`config.mk`:
```
export PLATFORM = sky130hd
export DESIGN_NAME = uart_receptor
export DESIGN_NICKNAME = d
export VERILOG_FILES = /design/src/rtl/uart_receptor_pkg.sv /design/src/rtl/uart_receptor_detector_flanco.sv /design/src/rtl/uart_receptor.sv
export SDC_FILE = /design/constraint.sdc
export NUM_CORES = 1
export LEC_CHECK = 0
export CAP_MARGIN = 20
export CORE_ASPECT_RATIO = 1.25
export CORE_MARGIN = 2
export CORE_UTILIZATION = 45
export DETAILED_ROUTE_END_ITERATION = 10
export SLEW_MARGIN = 40
export SYNTH_ARGS = -nofsm -noshare
export SYNTH_HDL_FRONTEND = slang
export SYNTH_SLANG_ARGS = --single-unit
```
`constraint.sdc`:
```
create_clock -name clk -period 2.4 [get_ports clk]
set_input_delay 0.48 -clock clk [delete_from_list [all_inputs] [get_ports clk]]
set_output_delay 0.48 -clock clk [all_outputs]
set_load 0.005 [all_outputs]
```
`src/rtl/uart_receptor_pkg.sv`:
```
// Shared types and default sizing for the UART receiver.
package uart_rx_pkg;

    typedef enum logic [1:0] {
        IDLE  = 2'd0,
        START = 2'd1,
        DATA  = 2'd2,
        STOP  = 2'd3
    } estado_t;

    // 50 MHz clock, 9180 ns bit time
    localparam int CLKS_PER_BIT_DEF = 459;
    localparam int DATA_BITS_DEF    = 8;

endpackage

```
`src/rtl/uart_receptor_detector_flanco.sv`:
```
// Two-flop synchroniser for the asynchronous RX line plus a falling-edge
// detector on the synchronised sample. All flops reset to 1 (idle line), so
// releasing reset never looks like a start bit.
module detector_flanco (
    input  logic i_clk,
    input  logic i_rst,
    input  logic i_x,
    output logic o_x_s,
    output logic o_flanco
);

    logic r_sync1;
    logic r_sync2;
    logic r_prev;

    // Synchronise x into clk domain and keep the previous synchronised sample
    always_ff @(posedge i_clk or posedge i_rst) begin
        if (i_rst) begin
            r_sync1 <= 1'b1;
            r_sync2 <= 1'b1;
            r_prev  <= 1'b1;
        end else begin
            r_sync1 <= i_x;
            r_sync2 <= r_sync1;
            r_prev  <= r_sync2;
        end
    end

    assign o_x_s    = r_sync2;
    assign o_flanco = r_prev & ~r_sync2;

endmodule

```
`src/rtl/uart_receptor.sv`:
```
// 8N1 UART receiver. Start bit is qualified at its middle, data bits are
// sampled at their middles LSB-first, and the stop bit decides between a
// valid byte (dato_listo) and a framing error (error_trama).
//
//   state | meaning
//   ------+-----------------------------------------------------------
//   IDLE  | line idle; waiting for an enabled high-to-low transition
//   START | timing half a bit to the start-bit middle, rejecting glitches
//   DATA  | sampling one data bit every CLKS_PER_BIT cycles
//   STOP  | timing to the stop-bit middle, then flag byte or error
module uart_receptor
    import uart_rx_pkg::*;
#(
    parameter int CLKS_PER_BIT = CLKS_PER_BIT_DEF,
    parameter int DATA_BITS    = DATA_BITS_DEF
) (
    input  logic                 clk,
    input  logic                 reset,
    input  logic                 deteccion_flanco_bajada,
    input  logic                 x,
    output logic [DATA_BITS-1:0] dato,
    output logic                 dato_listo,
    output logic                 error_trama,
    output logic                 ocupado
);

    localparam int TW = $clog2(CLKS_PER_BIT);
    localparam int BW = $clog2(DATA_BITS + 1);

    // Tick timer is a down-counter; these are its load values
    localparam logic [TW-1:0] HALF_M1 = TW'(CLKS_PER_BIT / 2 - 1);
    localparam logic [TW-1:0] FULL_M1 = TW'(CLKS_PER_BIT - 1);
    localparam logic [BW-1:0] LAST_BIT = BW'(DATA_BITS - 1);

    logic w_x_s;
    logic w_flanco;

    estado_t              r_estado;
    logic [TW-1:0]        r_tick;
    logic [BW-1:0]        r_bit;
    logic [DATA_BITS-1:0] r_shift;
    logic [DATA_BITS-1:0] r_dato;
    logic                 r_listo;
    logic                 r_error;

    detector_flanco u_detector (
        .i_clk    (clk),
        .i_rst    (reset),
        .i_x      (x),
        .o_x_s    (w_x_s),
        .o_flanco (w_flanco)
    );

    // Receive FSM: bit timing, deserialisation and one-cycle result pulses
    always_ff @(posedge clk or posedge reset) begin
        if (reset) begin
            r_estado <= IDLE;
            r_tick   <= '0;
            r_bit    <= '0;
            r_shift  <= '0;
            r_dato   <= '0;
            r_listo  <= 1'b0;
            r_error  <= 1'b0;
        end else begin
            r_listo <= 1'b0;
            r_error <= 1'b0;
            case (r_estado)
                IDLE: begin
                    // Edges while disabled are dropped, not remembered
                    if (deteccion_flanco_bajada && w_flanco) begin
                        r_estado <= START;
                        r_tick   <= HALF_M1;
                        r_bit    <= '0;
                    end
                end
                START: begin
                    if (r_tick == '0) begin
                        if (!w_x_s) begin
                            r_estado <= DATA;
                            r_tick   <= FULL_M1;
                        end else begin
                            r_estado <= IDLE;
                        end
                    end else begin
                        r_tick <= r_tick - 1'b1;
                    end
                end
                DATA: begin
                    if (r_tick == '0) begin
                        r_tick  <= FULL_M1;
                        r_shift <= {w_x_s, r_shift[DATA_BITS-1:1]};
                        r_bit   <= r_bit + 1'b1;
                        if (r_bit == LAST_BIT) begin
                            r_estado <= STOP;
                        end
                    end else begin
                        r_tick <= r_tick - 1'b1;
                    end
                end
                STOP: begin
                    if (r_tick == '0) begin
                        if (w_x_s) begin
                            r_dato  <= r_shift;
                            r_listo <= 1'b1;
                        end else begin
                            r_error <= 1'b1;
                        end
                        r_estado <= IDLE;
                    end else begin
                        r_tick <= r_tick - 1'b1;
                    end
                end
                default: r_estado <= IDLE;
            endcase
        end
    end

    assign dato        = r_dato;
    assign dato_listo  = r_listo;
    assign error_trama = r_error;
    assign ocupado     = (r_estado != IDLE);

endmodule

```
==> summary by stage <==
Yosys
For this run, asynchronously set or reset flops after synthesis account for 100%. After synthesis the netlist holds a flip-flop and latch count of 36. During synthesis, Yosys emitted a total of 0 warnings. The per-instance average area after synthesis is 11.4 sq um. The net count of the mapped netlist is 176. The number of enable-type register cells in the synthesized netlist is 0. The netlist area before placement is 1880 sq um. The leading register cell type out of synthesis is sky130_fd_sc_hd__dfrtp_1. Of the synthesized area, sequential elements account for 48.2%. After synthesis, the netlist uses 45 different library cells.

The cell count after synthesis came out at 165.

Power
The sequential group share of total power is 57.9%. The internal power of the cells totals 823 uW. Combinational logic burns 1.8% of the power.

Summed over all nets, the switching power comes to 238 uW. The clock share of power is 40.3%. In this run the static leakage power is 0.967 nW. The switching fraction of total power is 22.4%.

VDD sags by at most 0.418 mV. The total power density per cell area is 483 nW/um^2.

Clock tree
The H-tree was split into 2 levels. In this run, post-CTS repair resized a total of 0 instances. The CTS buffer count is 5. The longest clock path from root to sink contains 2 buffers.

The clock-pin slew on the worst setup and hold paths is 0.07 ns. Clock latency on the worst-skew pair, taken at its later pin, is 0.29 ns. The CTS tree is built. The tree is rooted in a sky130_fd_sc_hd__clkbuf_8. Buffers added to address setup during post-CTS repair amount to 0.

CTS saw 36 sinks. After clock tree synthesis, the flow added hold-fix buffers numbering 0.

Hold path
In this run the most critical hold path is launched from u_detector.r_sync1$_DFF_PP1_. The cell depth of the worst min-delay path is 0. The tightest min-delay check is of the register to register type. The end point of the worst hold path is u_detector.o_x_s$_DFF_PP1_.

Layout
The repair_antennas step left the layout with diodes totalling 0. The share of the core filled with cells in the final layout is 54.5%. The leading cell type in the layout, fill and taps excluded is sky130_fd_sc_hd__dfrtp_1. The total area of sequential cells is 905 sq um. In the final layout, the multi-input gates occupy 922 sq um. The library cells used most frequently in the layout, excluding fill and tap cells, are sky130_fd_sc_hd__dfrtp_1 (33), sky130_fd_sc_hd__mux2_2 (17), sky130_fd_sc_hd__clkdlybuf4s50_1 (14). The net count of the finished layout is 198. The layout overhead on the synthesized area is 17.1%.

In the final layout, the share of cells above drive strength 1 is 22.3%. After filler insertion, the fill cell instance count of the layout stands at 375.

Placement
The count of input and output buffers is 14. The weighted congestion reported at the end of routability-driven placement is 0.881. The half-perimeter wire length after placement is 2940 um.

Worst setup path
In this run the worst path has a maximum fanout of 8. The worst register-to-register path begins at r_tick[0]$_DFFE_PP0P_. STA classifies the critical path endpoint as a register. Traced cell by cell, the critical path runs through inv_1 > ha_1 > or3b_2 > nor4_4 > nand3_2 > mux2_2.

The number of cells on the worst reg-to-reg path is 6. The worst endpoint data arrival time is 2.40 ns. The required time at the worst-slack endpoint is 2.57 ns. The category of the most critical setup path is register to register. The slowest stage of the critical path belongs to the cell sky130_fd_sc_hd__or3b_2. The kind of start point of the critical path is a register. The slack of the worst reg-to-reg path is 0.18 ns. The peak per-stage delay on the critical path is 0.51 ns.

The reg-to-reg endpoint is dato[7]$_DFFE_PP0P_.

Drt
The count of routing violations after the opening detailed-route iteration is 85. Summing over every cut layer, the via total after detailed routing is 1426. After detailed routing, the number of vias per cell comes to 5.84. Wires add up to 4030 um. In this run the remaining antenna-violating nets after routing total 0. In the final routed layout, each cell accounts on average for 16.5 um. The first TritonRoute pass finished after 4 iterations. For this run, design rule violations remaining after detail routing come to 0.

GRT
The first global-routing pass estimated 6980 um of wire. The initial antenna violation count is 0. For this run the aggregate overflow at the end of global routing stands at 0. The largest net degree at the start of global routing is 37. Global routing used 19.5% of the available tracks across all layers. The via count of the first global-routing pass is 1492.

STA
The smallest clock period supported by the final layout is computed as 2.22 ns. Setup violations remaining at the end of the flow were counted as 0. The number of slew-limit violations in the final report is 0.

The maximum clock skew at final layout is 0.00406 ns. For the pin with the worst max-slew slack, the measured transition is 0.548 ns. The worst pin sits at a relative slew slack of 63.1%.

Of the available clock period, the critical path in the final layout requires 92.7%. The worst-case hold slack is 0.360 ns. Setup repair after global routing left no endpoint under its margin. For the final routed database, the setup TNS stands at 0 ns. The top achievable clock speed is 0.450 GHz. The number of hold violations in the final report came to 0.

Die
The die covers 4710 sq um. The floorplan step set the die height to 76.2 um. During I/O placement, the number of pins put on the boundary was 15.

After floorplanning, the core was sized to cover 4030 sq um. The die span in x is 61.8 um. For this configuration, the core starts out at a cell density of 46.5%. The initialized floorplan defines 26 standard-cell rows.

Job
The tool flagged a number of max-cap violations equal to 0.

Outcome
The run finished with clean final reports.
## sequential cells by signal (all words and copies together) (netlist names), named ones only
| signal | cells |
|---|---|
| dato | 8 |
| u_detector.r_sync1 | 1 |
| r_tick | 9 |
| r_shift | 8 |
| u_detector.r_prev | 1 |
| r_bit | 4 |
| u_detector.o_x_s | 1 |
| error_trama | 1 |
| dato_listo | 1 |
| r_estado | 1 |
## logic make-up after synthesis
kind of cell	synth area share, %
buffers and inverters	2.67
AOI/OAI and AO/OA	15.0
DFF	48.2
and+or+nand+nor	18.2
muxes	11.3
adders and majority gates	4.67
## Yosys cell counts, types with 2 or more instances
library cell                n  area, sq um
sky130_fd_sc_hd__o21ai_0   11         55.1
sky130_fd_sc_hd__nand2_1    6         22.5
sky130_fd_sc_hd__ha_1       7         87.6
sky130_fd_sc_hd__o31ai_1    8         60.1
sky130_fd_sc_hd__dfrtp_1   33          826
sky130_fd_sc_hd__or3_1      3         18.8
sky130_fd_sc_hd__nand2b_1   3         18.8
sky130_fd_sc_hd__a21o_1     2         15.0
sky130_fd_sc_hd__a31oi_1    4         25.0
sky130_fd_sc_hd__nor2_1     7         26.3
sky130_fd_sc_hd__dfstp_2    3         78.8
sky130_fd_sc_hd__nor2b_1    2         12.5
sky130_fd_sc_hd__mux2i_1    2         20.0
sky130_fd_sc_hd__mux2_2    17          191
sky130_fd_sc_hd__nand3_1    4         20.0
sky130_fd_sc_hd__inv_1      7         26.3
sky130_fd_sc_hd__a21oi_1    7         35.0
sky130_fd_sc_hd__clkbuf_1   3         11.3
sky130_fd_sc_hd__o221ai_1   2         17.5
sky130_fd_sc_hd__nor3b_1    3         22.5
sky130_fd_sc_hd__or4_1      4         30.0
sky130_fd_sc_hd__nor3_1     3         15.0
sky130_fd_sc_hd__nor4_4     2         42.5
## worst max path at each step
stage	slack [ns]	startpoint	end	cells past startpoint
floorplan	0.42	r_tick[0]$_DFFE_PP0P_	dato[0]$_DFFE_PP0P_	6
global placement	0.23	r_tick[0]$_DFFE_PP0P_	dato[6]$_DFFE_PP0P_	6
detailed placement	0.19	r_tick[1]$_DFFE_PP0P_	dato[0]$_DFFE_PP0P_	6
CTS	0.18	r_tick[0]$_DFFE_PP0P_	dato[0]$_DFFE_PP0P_	6
global route	0.06	r_tick[0]$_DFFE_PP0P_	dato[0]$_DFFE_PP0P_	6
finish	0.18	r_tick[0]$_DFFE_PP0P_	dato[7]$_DFFE_PP0P_	6
## routing by layer
layer / global-route usage, % / vias up / share of wire (%)
met5: 0 / - / 0
met4: 8.09 / 0 / 2.3
met1: 25.8 / 719 / 42
met2: 30.6 / 33 / 53
met3: 3.74 / 9 / 2.8
li1: - / 665 / -
## critical path: cells and delay by family, from the launching register on
family | cells | cell delay [ns]
DFF | 1 | 0.45
buffers and inverters | 1 | 0.09
adders and majority gates | 1 | 0.25
and+or+nand+nor | 3 | 0.98
muxes | 1 | 0.35
## cell type report
| type | count | area share (%) |
|---|---|---|
| multi-input combinational | 117 | 42.0 |
| sequential | 36 | 41.2 |
| timing repair buffer | 20 | 8.43 |
| clock buffer | 6 | 3.30 |
| tap | 56 | 3.19 |
| inverter | 7 | 1.20 |
| clock inverter | 2 | 0.740 |
## metrics by stage
stage | instances | instance area (sq um) | worst slack, ns | power [mW]
2_1_floorplan | 165 | 1880 | 0.422 | 0.635
3_3_place_gp | 236 | 2110 | 0.232 | 0.645
3_5_place_dp | 236 | 2110 | 0.187 | 0.646
4_1_cts | 244 | 2200 | 0.176 | 1.07
5_1_grt | 244 | 2200 | 0.0566 | 1.10
6_report | 244 | 2200 | 0.176 | 1.06
## power groups by stage
stage,Clock [mW],Combinational [mW],Sequential (mW)
after floorplan,0,0.0119,0.623
final,0.428,0.0192,0.614
after global placement,0,0.0195,0.625
after detailed placement,0,0.0202,0.625
after CTS,0.440,0.0202,0.614
after global routing,0.460,0.0225,0.614
Note: power is estimated with default switching activity, not from simulation.
